===== config.mk =====
export PLATFORM = sky130hd
export DESIGN_NAME = reservation_station_multi_flat
export DESIGN_NICKNAME = d
export VERILOG_FILES = /design/src/rtl/reservation_station_multi_if.sv /design/src/rtl/reservation_station_multi.sv /design/src/flat_wrapper.sv
export SDC_FILE = /design/constraint.sdc
export NUM_CORES = 2
export LEC_CHECK = 0
export ABC_CLOCK_PERIOD_IN_PS = 3400
export CAP_MARGIN = 20
export CORE_MARGIN = 4
export CORE_UTILIZATION = 55
export DETAILED_ROUTE_END_ITERATION = 12
export PLACE_DENSITY_LB_ADDON = 0.08
export REMOVE_ABC_BUFFERS = 1
export SYNTH_ARGS = -nofsm -noshare
export SYNTH_HDL_FRONTEND = slang
export SYNTH_SLANG_ARGS = --single-unit

===== constraint.sdc =====
create_clock -name clk -period 3.4 [get_ports clk]
set_input_delay 0.68 -clock clk [delete_from_list [all_inputs] [get_ports clk]]
set_output_delay 0.68 -clock clk [all_outputs]
set_load 0.1 [all_outputs]

===== src/rtl/reservation_station_multi_if.sv =====
// Shared control type and the dispatch/issue/broadcast bundle for
// reservation_station_multi. The master is the dispatch/CDB/unit side and
// the slave is the reservation station.
package rs_multi_pkg;
  typedef struct packed {
    logic       is_sub;
    logic       use_carry;
    logic [1:0] fmt;
  } add_sub_decode_t;
endpackage

interface reservation_station_multi_if #(
  parameter int  OPERANDS      = 2,
  parameter int  OPERAND_WIDTH = 32,
  parameter int  RS_ID_WIDTH   = 5,
  parameter int  CDB_PORTS     = 2,
  parameter type CONTROL_TYPE  = rs_multi_pkg::add_sub_decode_t
);
  logic                                        take_valid;
  logic                                        take_ready;
  logic [OPERANDS-1:0]                         op_value_valid_in;
  logic [OPERANDS-1:0][RS_ID_WIDTH-1:0]        op_rs_id_in;
  logic [OPERANDS-1:0][OPERAND_WIDTH-1:0]      op_value_in;
  CONTROL_TYPE                                 control_in;
  logic [RS_ID_WIDTH-1:0]                      id_taken;
  logic [CDB_PORTS-1:0]                        cdb_valid;
  logic [CDB_PORTS-1:0][RS_ID_WIDTH-1:0]       cdb_rs_id;
  logic [CDB_PORTS-1:0][OPERAND_WIDTH-1:0]     cdb_value;
  logic                                        flush;
  logic                                        output_valid;
  logic                                        output_ready;
  logic [OPERANDS-1:0][OPERAND_WIDTH-1:0]      op_value_out;
  CONTROL_TYPE                                 control_out;
  logic [RS_ID_WIDTH-1:0]                      op_rs_id_out;

  modport master (
    output take_valid, op_value_valid_in, op_rs_id_in, op_value_in, control_in,
    output cdb_valid, cdb_rs_id, cdb_value, flush, output_ready,
    input  take_ready, id_taken, output_valid, op_value_out, control_out, op_rs_id_out
  );

  modport slave (
    input  take_valid, op_value_valid_in, op_rs_id_in, op_value_in, control_in,
    input  cdb_valid, cdb_rs_id, cdb_value, flush, output_ready,
    output take_ready, id_taken, output_valid, op_value_out, control_out, op_rs_id_out
  );
endinterface


===== src/rtl/reservation_station_multi.sv =====
// Reservation station bank for one execution unit with CDB_PORTS broadcast
// buses, oldest-ready-first issue (age matrix) and a global flush.
// Optional feature: define RS_OCCUPANCY_EN to add the registered
// 'occupancy' output (count of non-INVALID entries).
module reservation_station_multi #(
  parameter int  OPERANDS      = 2,
  parameter int  OPERAND_WIDTH = 32,
  parameter int  RS_OFFSET     = 0,
  parameter int  RS_DEPTH      = 8,
  parameter int  RS_ID_WIDTH   = 5,
  parameter int  CDB_PORTS     = 2,
  parameter type CONTROL_TYPE  = rs_multi_pkg::add_sub_decode_t
) (
  input  logic                         clk,
  input  logic                         rst,
  reservation_station_multi_if.slave   bus
`ifdef RS_OCCUPANCY_EN
  ,
  output logic [$clog2(RS_DEPTH+1)-1:0] occupancy
`endif
);
  localparam int IDXW = $clog2(RS_DEPTH);
  localparam int OCCW = $clog2(RS_DEPTH + 1);

  typedef enum logic [1:0] {
    ST_INVALID   = 2'd0,
    ST_VALID     = 2'd1,
    ST_EXECUTING = 2'd2
  } ent_state_e;

  ent_state_e  st_q   [RS_DEPTH];
  ent_state_e  st_d   [RS_DEPTH];
  CONTROL_TYPE ctrl_q [RS_DEPTH];
  CONTROL_TYPE ctrl_d [RS_DEPTH];
  logic [RS_DEPTH-1:0][OPERANDS-1:0]                    opv_q, opv_d;
  logic [RS_DEPTH-1:0][OPERANDS-1:0][OPERAND_WIDTH-1:0] opd_q, opd_d;
  logic [RS_DEPTH-1:0][OPERANDS-1:0][RS_ID_WIDTH-1:0]   tag_q, tag_d;
  // older_q[r][c] = 1 means entry r was allocated before entry c.
  // The diagonal is never set.
  logic [RS_DEPTH-1:0][RS_DEPTH-1:0]                    older_q, older_d;

  logic [RS_DEPTH-1:0] own_hit, free_mask, free_slot, ready, sel;
  logic                any_free, take_rdy, take_fire, disp_fire;
  logic [IDXW-1:0]     alloc_idx;

  // Per-entry view: own-ID hit on any CDB port, free/allocatable, issue-ready
  always_comb begin
    for (int i = 0; i < RS_DEPTH; i++) begin
      own_hit[i] = 1'b0;
      for (int p = 0; p < CDB_PORTS; p++)
        if (bus.cdb_valid[p] && (bus.cdb_rs_id[p] == RS_ID_WIDTH'(i + RS_OFFSET)))
          own_hit[i] = 1'b1;
      free_mask[i] = (st_q[i] == ST_EXECUTING) && own_hit[i];
      free_slot[i] = (st_q[i] == ST_INVALID) || free_mask[i];
      ready[i]     = (st_q[i] == ST_VALID) && (&opv_q[i]);
    end
  end

  // Lowest-index allocatable entry (descending scan, last write wins)
  always_comb begin
    any_free  = 1'b0;
    alloc_idx = '0;
    for (int i = RS_DEPTH - 1; i >= 0; i--)
      if (free_slot[i]) begin
        any_free  = 1'b1;
        alloc_idx = IDXW'(i);
      end
  end

  assign take_rdy       = any_free && !bus.flush && rst;
  assign take_fire      = bus.take_valid && take_rdy;
  assign bus.take_ready = take_rdy;
  assign bus.id_taken   = RS_ID_WIDTH'(int'(alloc_idx) + RS_OFFSET);

  // Oldest ready entry: ready and no other ready entry is older than it
  always_comb begin
    for (int i = 0; i < RS_DEPTH; i++) begin
      sel[i] = ready[i];
      for (int j = 0; j < RS_DEPTH; j++)
        if (ready[j] && older_q[j][i]) sel[i] = 1'b0;
    end
  end

  assign bus.output_valid = |ready;
  assign disp_fire        = (|ready) && bus.output_ready;

  // Issue mux; sel is one-hot, and all-zero yields zero outputs
  always_comb begin
    bus.op_value_out = '0;
    bus.control_out  = '0;
    bus.op_rs_id_out = '0;
    for (int i = 0; i < RS_DEPTH; i++)
      if (sel[i]) begin
        bus.op_value_out = opd_q[i];
        bus.control_out  = ctrl_q[i];
        bus.op_rs_id_out = RS_ID_WIDTH'(i + RS_OFFSET);
      end
  end

  // Next state: issue, wakeup and free first, then allocation, and flush overrides all
  always_comb begin
    st_d    = st_q;
    ctrl_d  = ctrl_q;
    opv_d   = opv_q;
    opd_d   = opd_q;
    tag_d   = tag_q;
    older_d = older_q;

    for (int i = 0; i < RS_DEPTH; i++) begin
      if (st_q[i] == ST_VALID) begin
        if (disp_fire && sel[i]) st_d[i] = ST_EXECUTING;
        // Wakeup: the lowest matching port wins (descending scan)
        for (int k = 0; k < OPERANDS; k++)
          if (!opv_q[i][k])
            for (int p = CDB_PORTS - 1; p >= 0; p--)
              if (bus.cdb_valid[p] && (bus.cdb_rs_id[p] == tag_q[i][k])) begin
                opv_d[i][k] = 1'b1;
                opd_d[i][k] = bus.cdb_value[p];
              end
      end
      if (free_mask[i]) begin
        st_d[i] = ST_INVALID;
        for (int j = 0; j < RS_DEPTH; j++) begin
          older_d[i][j] = 1'b0;
          older_d[j][i] = 1'b0;
        end
      end
    end

    if (take_fire)
      for (int i = 0; i < RS_DEPTH; i++)
        if (int'(alloc_idx) == i) begin
          st_d[i]   = ST_VALID;
          ctrl_d[i] = bus.control_in;
          for (int k = 0; k < OPERANDS; k++) begin
            opv_d[i][k] = bus.op_value_valid_in[k];
            opd_d[i][k] = bus.op_value_in[k];
            tag_d[i][k] = bus.op_rs_id_in[k];
            // Capture a result broadcast in the same cycle as the take
            if (!bus.op_value_valid_in[k])
              for (int p = CDB_PORTS - 1; p >= 0; p--)
                if (bus.cdb_valid[p] && (bus.cdb_rs_id[p] == bus.op_rs_id_in[k])) begin
                  opv_d[i][k] = 1'b1;
                  opd_d[i][k] = bus.cdb_value[p];
                end
          end
          // The new entry is the youngest: nothing is younger than it,
          // and every other entry is older than it.
          for (int j = 0; j < RS_DEPTH; j++) begin
            older_d[i][j] = 1'b0;
            older_d[j][i] = (j != i);
          end
        end

    if (bus.flush) begin
      for (int i = 0; i < RS_DEPTH; i++) st_d[i] = ST_INVALID;
      older_d = '0;
    end
  end

  // Entry storage and age matrix
  always_ff @(posedge clk or negedge rst) begin
    if (!rst) begin
      for (int i = 0; i < RS_DEPTH; i++) begin
        st_q[i]   <= ST_INVALID;
        ctrl_q[i] <= '0;
      end
      opv_q   <= '0;
      opd_q   <= '0;
      tag_q   <= '0;
      older_q <= '0;
    end else begin
      st_q    <= st_d;
      ctrl_q  <= ctrl_d;
      opv_q   <= opv_d;
      opd_q   <= opd_d;
      tag_q   <= tag_d;
      older_q <= older_d;
    end
  end

`ifdef RS_OCCUPANCY_EN
  logic [OCCW-1:0] occ_q, occ_d, free_cnt;

  // Live-entry count: +1 per take, -1 per CDB free, cleared by flush
  always_comb begin
    free_cnt = '0;
    for (int i = 0; i < RS_DEPTH; i++) free_cnt = free_cnt + OCCW'(free_mask[i]);
    occ_d = bus.flush ? '0 : (occ_q + OCCW'(take_fire) - free_cnt);
  end

  // Occupancy register
  always_ff @(posedge clk or negedge rst) begin
    if (!rst) occ_q <= '0;
    else      occ_q <= occ_d;
  end

  assign occupancy = occ_q;
`endif

endmodule


===== src/flat_wrapper.sv =====
// flat-port wrapper written by rule: the top's interface ports become plain ports
module reservation_station_multi_flat 
#(
  parameter int  OPERANDS      = 2,
  parameter int  OPERAND_WIDTH = 32,
  parameter int  RS_OFFSET     = 0,
  parameter int  RS_DEPTH      = 8,
  parameter int  RS_ID_WIDTH   = 5,
  parameter int  CDB_PORTS     = 2,
  parameter type CONTROL_TYPE  = rs_multi_pkg::add_sub_decode_t
)
  (clk, rst, bus_take_valid, bus_op_value_valid_in, bus_op_rs_id_in, bus_op_value_in, bus_control_in, bus_cdb_valid, bus_cdb_rs_id, bus_cdb_value, bus_flush, bus_output_ready, bus_take_ready, bus_id_taken, bus_output_valid, bus_op_value_out, bus_control_out, bus_op_rs_id_out);
  reservation_station_multi_if #(.OPERANDS(OPERANDS), .OPERAND_WIDTH(OPERAND_WIDTH), .RS_ID_WIDTH(RS_ID_WIDTH), .CDB_PORTS(CDB_PORTS), .CONTROL_TYPE(CONTROL_TYPE)) bus_i ();
  input  logic clk;
  input  logic rst;
  input wire logic [$bits(bus_i.take_valid)-1:0] bus_take_valid;
  input wire logic [$bits(bus_i.op_value_valid_in)-1:0] bus_op_value_valid_in;
  input wire logic [$bits(bus_i.op_rs_id_in)-1:0] bus_op_rs_id_in;
  input wire logic [$bits(bus_i.op_value_in)-1:0] bus_op_value_in;
  input wire logic [$bits(bus_i.control_in)-1:0] bus_control_in;
  input wire logic [$bits(bus_i.cdb_valid)-1:0] bus_cdb_valid;
  input wire logic [$bits(bus_i.cdb_rs_id)-1:0] bus_cdb_rs_id;
  input wire logic [$bits(bus_i.cdb_value)-1:0] bus_cdb_value;
  input wire logic [$bits(bus_i.flush)-1:0] bus_flush;
  input wire logic [$bits(bus_i.output_ready)-1:0] bus_output_ready;
  output wire logic [$bits(bus_i.take_ready)-1:0] bus_take_ready;
  output wire logic [$bits(bus_i.id_taken)-1:0] bus_id_taken;
  output wire logic [$bits(bus_i.output_valid)-1:0] bus_output_valid;
  output wire logic [$bits(bus_i.op_value_out)-1:0] bus_op_value_out;
  output wire logic [$bits(bus_i.control_out)-1:0] bus_control_out;
  output wire logic [$bits(bus_i.op_rs_id_out)-1:0] bus_op_rs_id_out;
  assign bus_i.take_valid = bus_take_valid;
  assign bus_i.op_value_valid_in = bus_op_value_valid_in;
  assign bus_i.op_rs_id_in = bus_op_rs_id_in;
  assign bus_i.op_value_in = bus_op_value_in;
  assign bus_i.control_in = bus_control_in;
  assign bus_i.cdb_valid = bus_cdb_valid;
  assign bus_i.cdb_rs_id = bus_cdb_rs_id;
  assign bus_i.cdb_value = bus_cdb_value;
  assign bus_i.flush = bus_flush;
  assign bus_i.output_ready = bus_output_ready;
  assign bus_take_ready = bus_i.take_ready;
  assign bus_id_taken = bus_i.id_taken;
  assign bus_output_valid = bus_i.output_valid;
  assign bus_op_value_out = bus_i.op_value_out;
  assign bus_control_out = bus_i.control_out;
  assign bus_op_rs_id_out = bus_i.op_rs_id_out;
  reservation_station_multi #(.OPERANDS(OPERANDS), .OPERAND_WIDTH(OPERAND_WIDTH), .RS_OFFSET(RS_OFFSET), .RS_DEPTH(RS_DEPTH), .RS_ID_WIDTH(RS_ID_WIDTH), .CDB_PORTS(CDB_PORTS), .CONTROL_TYPE(CONTROL_TYPE)) u_core (.clk(clk), .rst(rst), .bus(bus_i));
endmodule

==> results.yml <==
yosys:
  synth_cell_types: 73
  synth_top_cell_by_area: "dfrtp_1"
  ys_ff_latch: 720
  synth_edf_count: 0
  netlist_area_um2: 44100
  synth_top_area_frac: 0.4085
  ys_top_cells_by_count: "nand2_1, dfrtp_1, mux2i_1"
  yosys_warnings: 0
  synth_most_common_cell: "nand2_1"
  syn_inst: 4992
  synth.area.top_cells: "dfrtp_1, mux2i_1, o211ai_1"
  ys.flop_type: "dfrtp_1"
  synthArstFlopShare: 1.000
  yosysSeqAreaShare: 0.4085
  syn_area_per_cell_um2: 8.835
sta:
  hold_viol_final: 0
  worst_slew_pin_slew_ns: 0.8925
  slew_violations: 0
  finalWorstSetupSlack_ns: -0.7679
  rsz0062_at_grt: "true"
  final-setup-viol-count: 71
  setup_tns_ns: -48.30
  min_period_ns: 4.168
  relSlewSlack: 0.4050
  worst_hold_slack_ns: 0.1634
  skew_ns: 0.02637
  fmax_mhz: 239.9
  period_share: 1.226
detailed_routing:
  vias: 45205
  postRouteAntennaNets: 0
  drc_errors: 0
  wl_um: 189300
  drt-pass1-iter-count: 7
  vias_per_cell: 7.002
  wl_per_cell_um: 29.31
  drt_iter0_drc: 6441
clock_network:
  insertion_delay_ns: 0.64
  clockBufferDepth: 3
  cts_hold_buffers: 0
  numClockSinks: 720
  clkTransAtPathRegs_ns: 0.06
  cts_max_level: 3
  root_buffer: "clkbuf_16"
  cts_tree: "yes"
  numCtsBuffers: 84
power_and_ir_drop:
  peakVddDrop_mv: 0.4126
  power.switching_fraction: 0.2745
  p_sw_mw: 5.892
  power_frac_seq: 0.440
  p_per_area_nw_per_um2: 375.5
  pwr-share-clk: 0.424
  power.total_mw: 21.47
  total_leakage_power_nw: 23.60
  p_comb_frac: 0.136
  p_int_mw: 15.57
worst_setup_path:
  slowest_stage: "dfrtp_1"
  worstPathCellList: "and4b_1 -> buf_6 -> a222oi_1 -> nand4_1 -> buf_6 -> buf_12 -> buf_12 -> nor3b_4 -> buf_12 -> buf_16 -> a21o_1 -> buf_12"
  path_class: "flip-flop to output pin"
  crit_fanout: 16
  reg2reg_setup_slack_ns: 0.61
  crit_top_cell: "buf_12"
  r2r_start: "u_core.st_q[7]$_DFF_PN0_"
  critical_path.top_delay_family: "buffers and inverters"
  slowest_delay_ns: 0.40
  arrival_ns: 3.49
  end_kind: "output pin"
  startpoint: "u_core.opv_q[14]$_DFF_PN0_"
  cp-start-kind: "flip-flop"
  path_buf_inv: 7
  required_ns: 2.72
floorplan:
  core-area_um2: 79260
  die_h_um: 291.2
  fp.dieArea_um2: 84780
  std_cell_rows: 103
  die_w_um: 291.2
  floorplan.initialDensity: 0.5565
  io_pins: 241
layout:
  design_area_um2: 57170
  fillers: 5959
  area_growth_pct: 29.63
  regArea_um2: 18020
  drive_gt1_frac: 0.2029
  multi_input_area_um2: 24800
  fin_nets: 5499
outcome:
  outcome: "finished, violations left"
  violations: "setup timing"
min_path:
  hold_path_class: "input port to asynchronous set/reset pin"
grt:
  grt_start_max_net_pins: 139
  grt_overflow: 0
  grt_pass1_wl_um: 280300
  grt_pass1_vias: 44401
  antenna_found_initial: 4
  track_usage: 0.4279
place:
  io_buffer_count: 236
  detailed_place_hpwl_um: 119000
  place.gp.congestion: 0.9216
  dpl_cell_area_um2: 52810
flow_run:
  cap_violations: 0
-- stage by stage --
stage	cells	setup WS, ns	util
after floorplan	4390	-4.040	-
after global placement	6264	-0.3664	0.6663
after detailed placement	6264	-0.4288	0.6663
after CTS	6448	-0.7411	0.7155
after global routing	6453	-0.8314	0.7212
final	6456	-0.7679	0.7213
-- routing by layer --
metal / vias to the layer above / wire length [µm] / track usage
li1: 18910 / - / -
met4: 4 / 12360 / 0.2436
met1: 21827 / 70490 / 0.5616
met2: 3684 / 81330 / 0.6306
met3: 780 / 25050 / 0.1298
met5: - / 26 / 0
-- sequential cells by signal (all words and copies together) (netlist names) --
name,flops
u_core.tag_q,80
u_core.opv_q,16
u_core.ctrl_q,32
u_core.opd_q,512
u_core.st_q,16
u_core.older_q,64
-- placed cells by master, fill, tap and decap left out, drive strengths merged, types with 72 or more instances in the layout --
master	instances
clkdlybuf4s50	145
nand2	797
dfrtp	720
o22ai	144
o211ai	480
buf	703
nor2	184
a21oi	76
a221oi	72
o21ai	611
mux2i	501
xor2	144
clkbuf	133
-- path summary, 6_finish.rpt --
check,endpoint,depth (start not counted)
worst max-delay path,bus_op_value_out[41],12
worst min-delay path,u_core.opd_q[291]$_DFF_PN0_,2
worst max register to register,u_core.opd_q[314]$_DFF_PN0_,13
worst min register to register,u_core.ctrl_q[12]$_DFFE_PN0P_,2
max in group asynchronous,u_core.older_q[1]$_DFF_PN0_,3
min in group clk,u_core.ctrl_q[12]$_DFFE_PN0P_,2
-- layout make-up --
| cell class | instances | share of cell area |
|---|---|---|
| Inverter | 21 | 0.001379 |
| Clock inverter | 22 | 0.003173 |
| Clock buffer | 129 | 0.04447 |
| Sequential cell | 720 | 0.3152 |
| Tap cell | 1050 | 0.02298 |
| Antenna cell | 3 | 0.0001313 |
| Timing Repair Buffer | 862 | 0.1789 |
| Multi-Input combinational cell | 3649 | 0.4338 |
-- power by group through the flow --
stage | sequential [mW] | combinational [mW] | clock, mW
3_3_place_gp | 9.54 | 2.75 | 0
6_report | 9.45 | 2.91 | 9.10
3_5_place_dp | 9.54 | 2.80 | 0
4_1_cts | 9.41 | 2.83 | 9.09
2_1_floorplan | 9.46 | 1.32 | 0
5_1_grt | 9.48 | 3.11 | 9.44
-- repair_timing --
action | 4_1_cts | 5_1_grt
resized for setup | 152 | 85
hold endpoints to repair | 0 | 0
setup endpoints to repair | 75 | 75
pin swaps | 73 | 72
gates cloned | 10 | 2
buffers inserted | 26 | 13
-- cells by family (layout without fill, tap and decap cells) --
family	count (synthesis)	after routing	synth area share
other cells	1	7	0.00008503
simple gates	1208	1208	0.1176
mux	559	559	0.1289
compound gates	1698	1698	0.2525
xor+xnor	180	180	0.03575
buf+inv	626	1034	0.05660
flops	720	720	0.4085
Note: power is estimated with default switching activity, not from simulation.
